--- src/rtl/vga_pkg.sv ---
// Shared types and constants for the configurable VGA pattern generator.
package vga_pkg;

  typedef enum logic [1:0] {
    GRID   = 2'd0,
    BARS   = 2'd1,
    SOLID  = 2'd2,
    STREAM = 2'd3
  } mode_t;

  typedef struct packed {
    logic [7:0] r;
    logic [7:0] g;
    logic [7:0] b;
  } rgb_t;

  // Element 0 is the leftmost bar.
  localparam logic [0:7][23:0] BAR_PAL = {
    24'hFFFFFF, 24'hFFFF00, 24'h00FFFF, 24'h00FF00,
    24'hFF00FF, 24'hFF0000, 24'h0000FF, 24'h000000
  };

  function automatic int unsigned vga_total(input int unsigned fp, input int unsigned pulse,
                                            input int unsigned bp, input int unsigned disp);
    return fp + pulse + bp + disp;
  endfunction

endpackage

--- src/rtl/video_if.sv ---
// Video bus toward the HDMI/LCD output stage.
interface video_if;
  logic        CLK;
  logic        HS;
  logic        VS;
  logic        BLANK;
  logic [23:0] RGB;

  modport master (output CLK, HS, VS, BLANK, RGB);
  modport slave  (input  CLK, HS, VS, BLANK, RGB);
endinterface

--- src/rtl/vga_timing.sv ---
// Horizontal/vertical counters and region decode; line order is FP, sync, BP, active.
module vga_timing
  import vga_pkg::*;
#(
  parameter int HDISP  = 800,
  parameter int VDISP  = 480,
  parameter int HFP    = 40,
  parameter int HPULSE = 48,
  parameter int HBP    = 40,
  parameter int VFP    = 13,
  parameter int VPULSE = 3,
  parameter int VBP    = 29,
  localparam int HTOT  = int'(vga_total(HFP, HPULSE, HBP, HDISP)),
  localparam int VTOT  = int'(vga_total(VFP, VPULSE, VBP, VDISP)),
  localparam int HW    = $clog2(HTOT),
  localparam int VW    = $clog2(VTOT)
) (
  input  logic          clk,
  input  logic          rst,
  output logic          h_sync,
  output logic          v_sync,
  output logic          active,
  output logic          frame_first,
  output logic [HW-1:0] x,
  output logic [VW-1:0] y
);

  localparam logic [HW-1:0] H_LAST = HW'(HTOT - 1);
  localparam logic [VW-1:0] V_LAST = VW'(VTOT - 1);
  localparam logic [HW-1:0] H_SS   = HW'(HFP);
  localparam logic [HW-1:0] H_SE   = HW'(HFP + HPULSE - 1);
  localparam logic [VW-1:0] V_SS   = VW'(VFP);
  localparam logic [VW-1:0] V_SE   = VW'(VFP + VPULSE - 1);
  localparam logic [HW-1:0] H_AS   = HW'(HTOT - HDISP);
  localparam logic [VW-1:0] V_AS   = VW'(VTOT - VDISP);

  logic [HW-1:0] h;
  logic [VW-1:0] v;

  always_ff @(posedge clk or posedge rst) begin
    if (rst) begin
      h <= '0;
      v <= '0;
    end else if (h == H_LAST) begin
      h <= '0;
      v <= (v == V_LAST) ? '0 : v + 1'b1;
    end else begin
      h <= h + 1'b1;
    end
  end

  assign h_sync      = (h >= H_SS) && (h <= H_SE);
  assign v_sync      = (v >= V_SS) && (v <= V_SE);
  assign active      = (h >= H_AS) && (v >= V_AS);
  assign frame_first = (h == '0) && (v == '0);
  assign x           = h - H_AS;
  assign y           = v - V_AS;

endmodule

--- src/rtl/vga_pattern_gen.sv ---
// Mode-selectable VGA source: grid, colour bars, solid colour or external pixel stream.
module vga_pattern_gen
  import vga_pkg::*;
#(
  parameter int   HDISP  = 800,
  parameter int   VDISP  = 480,
  parameter int   HFP    = 40,
  parameter int   HPULSE = 48,
  parameter int   HBP    = 40,
  parameter int   VFP    = 13,
  parameter int   VPULSE = 3,
  parameter int   VBP    = 29,
  parameter logic HS_POL = 1'b0,
  parameter logic VS_POL = 1'b0
) (
  input  logic        pixel_clk,
  input  logic        pixel_rst,
  input  logic [1:0]  mode,
  input  logic [23:0] solid_rgb,
  input  logic [23:0] pix_data,
  input  logic        pix_valid,
  output logic        pix_ready,
  output logic        frame_start,
  output logic        underflow,
  input  logic        underflow_clr,
  video_if.master     video_ifm
);

  localparam int HTOT = int'(vga_total(HFP, HPULSE, HBP, HDISP));
  localparam int VTOT = int'(vga_total(VFP, VPULSE, VBP, VDISP));
  localparam int HW   = $clog2(HTOT);
  localparam int VW   = $clog2(VTOT);
  localparam int AW   = $clog2(9 * HDISP + 1);

  logic          h_sync, v_sync, active, frame_first;
  logic [HW-1:0] x;
  logic [VW-1:0] y;
  logic [15:0]   xe, ye;

  vga_timing #(
    .HDISP(HDISP), .VDISP(VDISP), .HFP(HFP), .HPULSE(HPULSE), .HBP(HBP),
    .VFP(VFP), .VPULSE(VPULSE), .VBP(VBP)
  ) u_timing (
    .clk(pixel_clk), .rst(pixel_rst),
    .h_sync(h_sync), .v_sync(v_sync), .active(active),
    .frame_first(frame_first), .x(x), .y(y)
  );

  assign xe = 16'(x);
  assign ye = 16'(y);

  mode_t mode_q;
  logic  hs_q, vs_q, blank_q, fs_q, uf_q;
  rgb_t  rgb_q, pat;

  // Bar index tracks x*8/HDISP: acc = x*8, thr = (idx+1)*HDISP, rearmed every blank.
  logic [AW-1:0] acc, thr;
  logic [2:0]    bar_idx;

  always_ff @(posedge pixel_clk or posedge pixel_rst) begin
    if (pixel_rst) begin
      acc     <= '0;
      thr     <= AW'(HDISP);
      bar_idx <= '0;
    end else if (!active) begin
      acc     <= '0;
      thr     <= AW'(HDISP);
      bar_idx <= '0;
    end else begin
      acc <= acc + AW'(8);
      if (acc + AW'(8) >= thr) begin
        bar_idx <= bar_idx + 1'b1;
        thr     <= thr + AW'(HDISP);
      end
    end
  end

  assign pix_ready = active && (mode_q == STREAM);

  logic starve;
  assign starve = pix_ready && !pix_valid;

  always_comb begin
    pat = '0;
    case (mode_q)
      GRID:    pat = ((xe[3:0] == 4'd0) || (ye[3:0] == 4'd0)) ? rgb_t'(24'hFFFFFF) : rgb_t'(24'h0);
      BARS:    pat = rgb_t'(BAR_PAL[bar_idx]);
      SOLID:   pat = rgb_t'(solid_rgb);
      STREAM:  pat = pix_valid ? rgb_t'(pix_data) : rgb_t'(24'h0);
      default: pat = '0;
    endcase
  end

  always_ff @(posedge pixel_clk or posedge pixel_rst) begin
    if (pixel_rst) begin
      mode_q  <= GRID;
      hs_q    <= ~HS_POL;
      vs_q    <= ~VS_POL;
      blank_q <= 1'b0;
      rgb_q   <= '0;
      fs_q    <= 1'b0;
      uf_q    <= 1'b0;
    end else begin
      if (frame_first) mode_q <= mode_t'(mode);
      hs_q    <= h_sync ? HS_POL : ~HS_POL;
      vs_q    <= v_sync ? VS_POL : ~VS_POL;
      blank_q <= active;
      rgb_q   <= active ? pat : '0;
      fs_q    <= frame_first;
      if (starve)             uf_q <= 1'b1;
      else if (underflow_clr) uf_q <= 1'b0;
    end
  end

  assign video_ifm.CLK   = pixel_clk;
  assign video_ifm.HS    = hs_q;
  assign video_ifm.VS    = vs_q;
  assign video_ifm.BLANK = blank_q;
  assign video_ifm.RGB   = rgb_q;
  assign frame_start     = fs_q;
  assign underflow       = uf_q;

endmodule

--- src/flat_wrapper.sv ---
// flat-port wrapper written by rule: the top's interface ports become plain ports
module vga_pattern_gen_flat import vga_pkg::*;
#(
  parameter int   HDISP  = 800,
  parameter int   VDISP  = 480,
  parameter int   HFP    = 40,
  parameter int   HPULSE = 48,
  parameter int   HBP    = 40,
  parameter int   VFP    = 13,
  parameter int   VPULSE = 3,
  parameter int   VBP    = 29,
  parameter logic HS_POL = 1'b0,
  parameter logic VS_POL = 1'b0
)
  (pixel_clk, pixel_rst, mode, solid_rgb, pix_data, pix_valid, pix_ready, frame_start, underflow, underflow_clr, video_ifm_CLK, video_ifm_HS, video_ifm_VS, video_ifm_BLANK, video_ifm_RGB);
  video_if video_ifm_i ();
  input  logic pixel_clk;
  input  logic pixel_rst;
  input  logic [1:0] mode;
  input  logic [23:0] solid_rgb;
  input  logic [23:0] pix_data;
  input  logic pix_valid;
  output logic pix_ready;
  output logic frame_start;
  output logic underflow;
  input  logic underflow_clr;
  output wire logic [$bits(video_ifm_i.CLK)-1:0] video_ifm_CLK;
  output wire logic [$bits(video_ifm_i.HS)-1:0] video_ifm_HS;
  output wire logic [$bits(video_ifm_i.VS)-1:0] video_ifm_VS;
  output wire logic [$bits(video_ifm_i.BLANK)-1:0] video_ifm_BLANK;
  output wire logic [$bits(video_ifm_i.RGB)-1:0] video_ifm_RGB;
  assign video_ifm_CLK = video_ifm_i.CLK;
  assign video_ifm_HS = video_ifm_i.HS;
  assign video_ifm_VS = video_ifm_i.VS;
  assign video_ifm_BLANK = video_ifm_i.BLANK;
  assign video_ifm_RGB = video_ifm_i.RGB;
  vga_pattern_gen #(.HDISP(HDISP), .VDISP(VDISP), .HFP(HFP), .HPULSE(HPULSE), .HBP(HBP), .VFP(VFP), .VPULSE(VPULSE), .VBP(VBP), .HS_POL(HS_POL), .VS_POL(VS_POL)) u_core (.pixel_clk(pixel_clk), .pixel_rst(pixel_rst), .mode(mode), .solid_rgb(solid_rgb), .pix_data(pix_data), .pix_valid(pix_valid), .pix_ready(pix_ready), .frame_start(frame_start), .underflow(underflow), .underflow_clr(underflow_clr), .video_ifm(video_ifm_i));
endmodule
--- config.mk ---
export PLATFORM = sky130hd
export DESIGN_NAME = vga_pattern_gen_flat
export DESIGN_NICKNAME = d
export VERILOG_FILES = /design/src/rtl/vga_pkg.sv /design/src/rtl/video_if.sv /design/src/rtl/vga_timing.sv /design/src/rtl/vga_pattern_gen.sv /design/src/flat_wrapper.sv
export SDC_FILE = /design/constraint.sdc
export NUM_CORES = 1
export LEC_CHECK = 0
export ABC_CLOCK_PERIOD_IN_PS = 2600
export BUFFER_PORTS_ARGS = -buffer_cell sky130_fd_sc_hd__buf_2
export CAP_MARGIN = 10
export CORE_ASPECT_RATIO = 1.75
export CORE_MARGIN = 2
export CORE_UTILIZATION = 49
export CTS_CLUSTER_SIZE = 28
export DETAILED_ROUTE_END_ITERATION = 10
export PLACE_DENSITY_LB_ADDON = 0.3
export SYNTH_ARGS = -nofsm -noshare
export SYNTH_HDL_FRONTEND = slang
export SYNTH_HIERARCHICAL = 1
export SYNTH_SLANG_ARGS = --single-unit
--- constraint.sdc ---
create_clock -name pixel_clk -period 2.6 [get_ports pixel_clk]
set_clock_uncertainty 0.15 [all_clocks]
set_input_delay 0 -clock pixel_clk [delete_from_list [all_inputs] [get_ports pixel_clk]]
set_output_delay 0 -clock pixel_clk [all_outputs]
set_load 0.01 [all_outputs]
== Yosys cells after proc, flatten, opt, wreduce, memory -nomap -nowiden ==
Memories as Yosys holds them, arrays and structs flattened.
Cells that the tools add are included.
Word-level totals
  memory bits (writable): 0
  memories kept: 1
  register bits after elaboration: 80
  bits in latches: 0
  bits in read-only memories: 192
  input bits: 54
Memories
  (name not given): depth 8, width 24, read ports 1, clocked after Yosys merged registers in 0, wr ports 0, line vga_pattern_gen.sv:87  | BARS: pat = rgb_t'(BAR_PAL[bar_idx]);
Cells by class
  $add $sub $neg: 7
  order comparisons: 8
  equality and inequality tests: 6
  $mul: 0
  shift-type cells: 0
  bitwise operators: 1
  reductions and logical operators: 14
  muxes and demuxes: 17
  div/mod/pow operators: 0
Operators by type and width (number)
  $mux 24: 5
  $pmux 24 s4: 1
  $mux 13: 3
  $add 10x1->10 const B: 2
  $eq 10x10->1 const B: 2
  $ge 10x6->1 const B: 2
  $logic_not 10->1: 2
  $mux 10: 2
  $add 13x10->13 const B: 1
  $add 13x4->13 const B: 1
  $ge 13x13->1: 1
  $ge 10x4->1 const B: 1
  $ge 10x8->1 const B: 1
  $le 10x4->1 const B: 1
  $le 10x7->1 const B: 1
  $logic_not 4->1: 2
  $logic_and 1x1->1: 6
  $mux 3: 2
  $eq 2x2->1 const B: 2
  $ge 4x4->1 const B: 1
  $mux 1: 4
  $not 3->4: 1
  $sub 4x1->4 const B: 1
  $sub 4x4->4 const B: 1
  other kinds (7): 7

== Logic depth before layout (Yosys ltp) ==
Gate-level depths: netlist (run 1).
  depth in word-level cells: 6
  depth in mapped cells: 11

== Modules after synthesis ==
The synthesis (run 1) kept the hierarchy.
By module, submodules not included
  vga_pattern_gen: area an instance 2522.4 sq um, sequential area each 1307.5 sq um, cells each 237, instances 1
  vga_timing: area an instance 1427.6 sq um, sequential area each 500.5 sq um, cells each 159, instances 1

==> results of run 1 <==
==> final timing paths <==
| check | to |
|---|---|
| max | u_core/thr[12]$_DFFE_PP0P_ |
| min | u_core/u_timing/h[3]$_DFF_PP0_ |
| max reg2reg | u_core/thr[12]$_DFFE_PP0P_ |
| min reg2reg | u_core/u_timing/v[8]$_DFFE_PP0N_ |
| max in group asynchronous | u_core/video_ifm.RGB[21]$_DFF_PP0_ |
| min in group pixel_clk | u_core/underflow$_DFFE_PP0P_ |
==> repair_timing <==
item	CTS	global route
setup endpoints to repair	28	8
gates resized for setup	6	18
pin swaps	1	7
cloned	1	1
setup buffers	2	10
endpoints found under the hold margin	99	0
hold buffers	54	0
==> cells in the final DEF, fill, tap and decap left out, drive strengths merged, types with 4 or more instances in the layout <==
cell         count
buf            109
dfrtp           67
dlygate4sd3     54
nor2            37
nand2           30
inv             25
a221oi          25
ha              20
xnor2           17
clkbuf          15
nand3           13
a21oi           12
and2            12
o21ai            9
nand4            8
nor4             7
xor2             6
nor3             6
dfstp            5
and3             5
nor2b            4
mux2i            4
mux2             4
==> power breakdown <==
part | leakage (nW) | total (mW) | internal, mW | switching (mW)
Combinational | 1.48 | 0.186 | 0.108 | 0.0779
Sequential | 0.969 | 1.13 | 1.12 | 0.00479
Clock | 0.186 | 1.48 | 0.972 | 0.508
Total | 2.64 | 2.79 | 2.20 | 0.591
==> critical path: stages (launching register included) <==
cell and delay [ns]:
dfrtp_1 0.42, and3_4 0.22, nand4_1 0.14, xnor2_2 0.18, ha_1 0.31, o21a_1 0.14
o211ai_1 0.08, a31o_2 0.27, or4_1 0.49, o2111ai_2 0.10
==> through the flow <==
step           utilization [%]  TNS, ns
6_report                  72.8        0
5_1_grt                   72.8   -0.213
4_1_cts                   70.3  -0.0151
3_5_place_dp              57.1    -1.27
3_3_place_gp              57.1        0
2_1_floorplan                -        0
==> registers in the layout, indices dropped and copies added (netlist names) <==
register	count
u_core/video_ifm.HS	1
u_core/frame_start	1
u_core/video_ifm.BLANK	1
u_core/thr	8
u_core/mode_q	2
u_core/video_ifm.VS	1
u_core/u_timing/v	10
u_core/acc	10
u_core/bar_idx	3
u_core/u_timing/h	10
u_core/underflow	1
u_core/video_ifm.RGB	24
==> metal layers <==
metal  vias to the layer above  share of wire, %  routed length, um  GRT usage, %
met5                         -                 0                  0             0
met4                         0               4.9                522          18.2
met3                        44               3.5                374          5.92
met2                       113                55               5810          44.5
met1                      1670                37               3860          28.9
li1                       1646                 -                  -             -
==> layout make-up <==
type                       instances  area, um^2  share of cell area, %
clock inverter                     5        56.3                   1.02
timing repair buffer             164        1220                   22.2
sequential                        72        1810                   32.9
multi-input combinational        256        1890                   34.4
clock buffer                      15         323                   5.86
inverter                          25        93.8                   1.70
tap                               88         110                   2.00
==> impl_metrics.csv, run 1 <==
group,metric,value,unit
status,status,"finished clean",
floorplanning,die_y,121,um
floorplanning,pin_count,85,
setup_path,worst_ep_arrival_time,2.81,ns
setup_path,r2r_start,"u_core/acc[6]$_DFF_PP0_",
floorplanning,fp.dieArea,0.00853,mm^2
place,place_inst,537,
grt,antenna_found_initial,0,
timing,slew_violations,0,
finish,n_fill_cell,514,
grt,grt_pass1_wl,17100,um
finish,final_nets,606,
clock_network,insertion_delay,0.46,ns
place,place_ws,-0.106,ns
timing,fmax,387,MHz
finish,syn_to_final_growth,44.5,%
timing,finalSetupViolCount,0,
grt,grt_use_total,26.3,%
setup_path,worst_setup_path_end_kind,"flip-flop",
pwr,irDropWorstVdd,0.370,mV
timing,rsz0062_at_grt,"true",
synthesis,synth_area,0.00381,mm^2
route,drt_wl_total,10600,um
finish,stdcell_area,0.00551,mm^2
synthesis,syn-mean-instance-area,10.1,um^2
route,avgViaCountPerCell,5.56,
finish,antenna_cells,0,
place,place_hpwl,6480,um
route,drc,0,
synthesis,syn-num-nets,451,
route,wire_per_inst,16.9,um
setup_path,cp-start-kind,"flip-flop",
grt,grt_max_degree,25,
grt,grt_pass1_vias,3582,
route,ant_nets,0,
route,vias,3473,
flow_run,drv_cap,0,
timing,period_needed,2.58,ns
finish,drive_above_1_share,30.7,%
place,port-buffer-count,84,
route,first_pass_iters,5,
clock_network,path_clk_slew,0.06,ns
route,dr.first_iter.drc_count,264,
pwr,finalPower,2.79,mW
setup_path,worst-setup-path-type,"reg2reg",
worst_hold_path,hold_class,"in2async",
timing,fin_crit_sh,99.3,%
timing,worst_slack,0.0191,ns
synthesis,synthCells,377,
setup_path,r2r_setup_slack,0.02,ns
synthesis,ys_warn_count,6,
floorplanning,placementRows,42,
clock_network,cts_tree,"done",
floorplanning,die_w,70.7,um
timing,whs,0.0948,ns
pwr,power_density,508,mW/mm^2
timing,relSlewSlack,46.9,%
timing,finalHoldViolations,0,
setup_path,crit_fanout,6,
setup_path,required,2.82,ns
setup_path,rr_worst_depth,9,
setup_path,crit_path_start,"u_core/acc[6]$_DFF_PP0_",
pwr,power_leakage,2.64,nW
floorplanning,start_util,50.4,%
place,place_area,0.00432,mm^2
finish,final_cells,625,
timing,worst_pin_slew,0.795,ns
place,gp_congestion,0.832,
grt,grt_overflow,0,
floorplanning,core-area,0.00757,mm^2
Power figures use the tool's default switching activity.
==> run 2, diff against run 1 <==
Settings changed: ABC_CLOCK_PERIOD_IN_PS 2600 to default, CTS_CLUSTER_SIZE 28 to 24, RECOVER_POWER from default to 50.
==> run 2 against run 1 <==
Fmax barely moved. Clock power is essentially flat. Final cell count unchanged. Combinational power about the same. Utilization fell by 0.53 points. Cell area shrank 0.73%. Critical path depth unchanged. Sequential power barely moved. Register-to-register slack barely moved. Sequential cell count unchanged. Global-route usage is the same. Routed wire length up 0.51%. Critical path type unchanged. Largest power group unchanged.
==> impl_metrics.csv, run 2 (synthesis results as in run 1) <==
group,metric,value,unit
floorplanning,fp.dieArea,0.00853,mm^2
grt,antenna_found_initial,0,
pwr,pwr-share-comb,6.7,%
pwr,seqPwrFrac,40.3,%
grt,grt_overflow,0,
pwr,irDropWorstVdd,0.370,mV
pwr,intPower,2.20,mW
pwr,power_density,511,mW/mm^2
status,status,"finished clean",
route,drt_wl_total,10600,um
setup_path,worst-setup-path-type,"reg2reg",
finish,final_cell_mix,"dfrtp_1 (66), buf_2 (55), dlygate4sd3_1 (54)",
finish,antenna_cells,0,
clock_network,path_clk_slew,0.06,ns
setup_path,worst_ep_arrival_time,2.81,ns
place,place_area,0.00432,mm^2
pwr,power_leakage,2.51,nW
pwr,p_switching,0.592,mW
setup_path,cp-start-kind,"flip-flop",
place,gp_congestion,0.832,
route,drc,0,
pwr,finalPower,2.80,mW
timing,worst_pin_slew,0.829,ns
floorplanning,core-area,0.00757,mm^2
grt,grt_use_total,26.3,%
setup_path,r2r_setup_slack,0.02,ns
floorplanning,placementRows,42,
pwr,swShare,21.2,%
floorplanning,pin_count,85,
setup_path,rr_worst_depth,9,
setup_path,crit_fanout,6,
place,place_hpwl,6480,um
timing,finalSetupViolCount,0,
finish,stdcell_area,0.00547,mm^2
route,avgViaCountPerCell,5.60,
timing,rsz0062_at_grt,"true",
grt,grt_pass1_vias,3582,
finish,syn_to_final_growth,43.4,%
grt,grt_max_degree,25,
timing,fin_crit_sh,99.2,%
clock_network,cts_tree,"done",
floorplanning,start_util,50.4,%
route,wire_per_inst,17.0,um
setup_path,r2r_end,"u_core/thr[12]$_DFFE_PP0P_",
setup_path,required,2.82,ns
route,first_pass_iters,5,
timing,relSlewSlack,44.7,%
timing,slew_violations,0,
finish,final_util,72.2,%
floorplanning,die_w,70.7,um
timing,period_needed,2.58,ns
route,ant_nets,0,
finish,drive_above_1_share,25.0,%
setup_path,r2r_start,"u_core/acc[6]$_DFF_PP0_",
finish,final_nets,606,
grt,grt_pass1_wl,17100,um
place,port-buffer-count,84,
clock_network,insertion_delay,0.46,ns
setup_path,worst_setup_path_end_kind,"flip-flop",
flow_run,drv_cap,0,
route,dr.first_iter.drc_count,280,
timing,fmax,388,MHz
timing,finalHoldViolations,0,
route,vias,3500,
floorplanning,die_y,121,um
finish,largest_register_ffs,24,
finish,layout_commonest_cell,"dfrtp_1",
pwr,pwr-share-clk,53.0,%
worst_hold_path,hold_class,"in2async",
-- run 2: changes by cell type in the layout (fill, tap and decap cells not counted), sizes merged --
| cell | delta |
|---|---|
| clkbuf | +30 |
| buf | -30 |
-- run 2: cell type report --
type	instances	area, um^2
Inverter	25	93.8
Clock inverter	5	56.3
Tap cell	88	110
Multi-Input combinational cell	256	1890
Sequential cell	72	1810
Timing Repair Buffer	164	1180
Fill cell	534	2100
Clock buffer	15	323
-- run 2: per-stage QoR --
step / hold WS [ns] / setup TNS, ns / worst slack, ns / instances
3_3_place_gp: -0.124 / 0 / 0.0119 / 537
6_report: 0.0935 / 0 / 0.0195 / 625
3_5_place_dp: -0.122 / -1.27 / -0.106 / 537
4_1_cts: 0.122 / -0.0151 / -0.0151 / 613
5_1_grt: 0.152 / -0.213 / -0.0544 / 625
2_1_floorplan: -0.186 / 0 / 0.0944 / 377
-- run 2: metal layers --
metal | up-vias | GRT usage, % | wire length, um
met5 | - | 0 | 0
met4 | 0 | 18.2 | 595
met3 | 50 | 5.92 | 439
met2 | 132 | 44.5 | 5730
met1 | 1674 | 28.9 | 3860
li1 | 1644 | - | -
-- run 2: timing repair --
action                     4_1_cts  5_1_grt
hold buffers                    54        0
gates cloned                     1        1
buffers inserted                 2       10
gates resized for setup          6       18
setup endpoints to repair       28        8
hold endpoints to repair        99        0
pin swaps                        1        7
-- run 2: power groups by stage --
stage                     sequential [mW]  combinational, mW  clock, mW
final                                1.13              0.186       1.48
after global routing                 1.13              0.202       1.56
after CTS                            1.13              0.180       1.51
after detailed placement             1.15              0.108     0.0232
after global placement               1.15              0.104     0.0232
after floorplan                      1.14             0.0528     0.0317
-- run 2: worst max-delay path by stage --
stage                                   start                          to  slack [ns]
6_report              u_core/acc[6]$_DFF_PP0_  u_core/thr[12]$_DFFE_PP0P_        0.02
5_1_grt               u_core/acc[6]$_DFF_PP0_  u_core/thr[12]$_DFFE_PP0P_       -0.05
4_1_cts        u_core/u_timing/h[4]$_DFF_PP0_                   pix_ready       -0.02
3_5_place_dp   u_core/u_timing/h[4]$_DFF_PP0_  u_core/thr[12]$_DFFE_PP0P_       -0.11
3_3_place_gp   u_core/u_timing/h[4]$_DFF_PP0_  u_core/thr[12]$_DFFE_PP0P_        0.01
2_1_floorplan  u_core/u_timing/h[3]$_DFF_PP0_  u_core/thr[12]$_DFFE_PP0P_        0.09
-- run 2: worst max-delay path, cell delays in order (launching register included) --
cell and delay [ns]:
dfrtp_1 0.42, and3_4 0.22, nand4_1 0.14, xnor2_2 0.18, ha_1 0.31, o21a_1 0.14
o211ai_1 0.08, a31o_2 0.27, or4_1 0.49, o2111ai_2 0.10
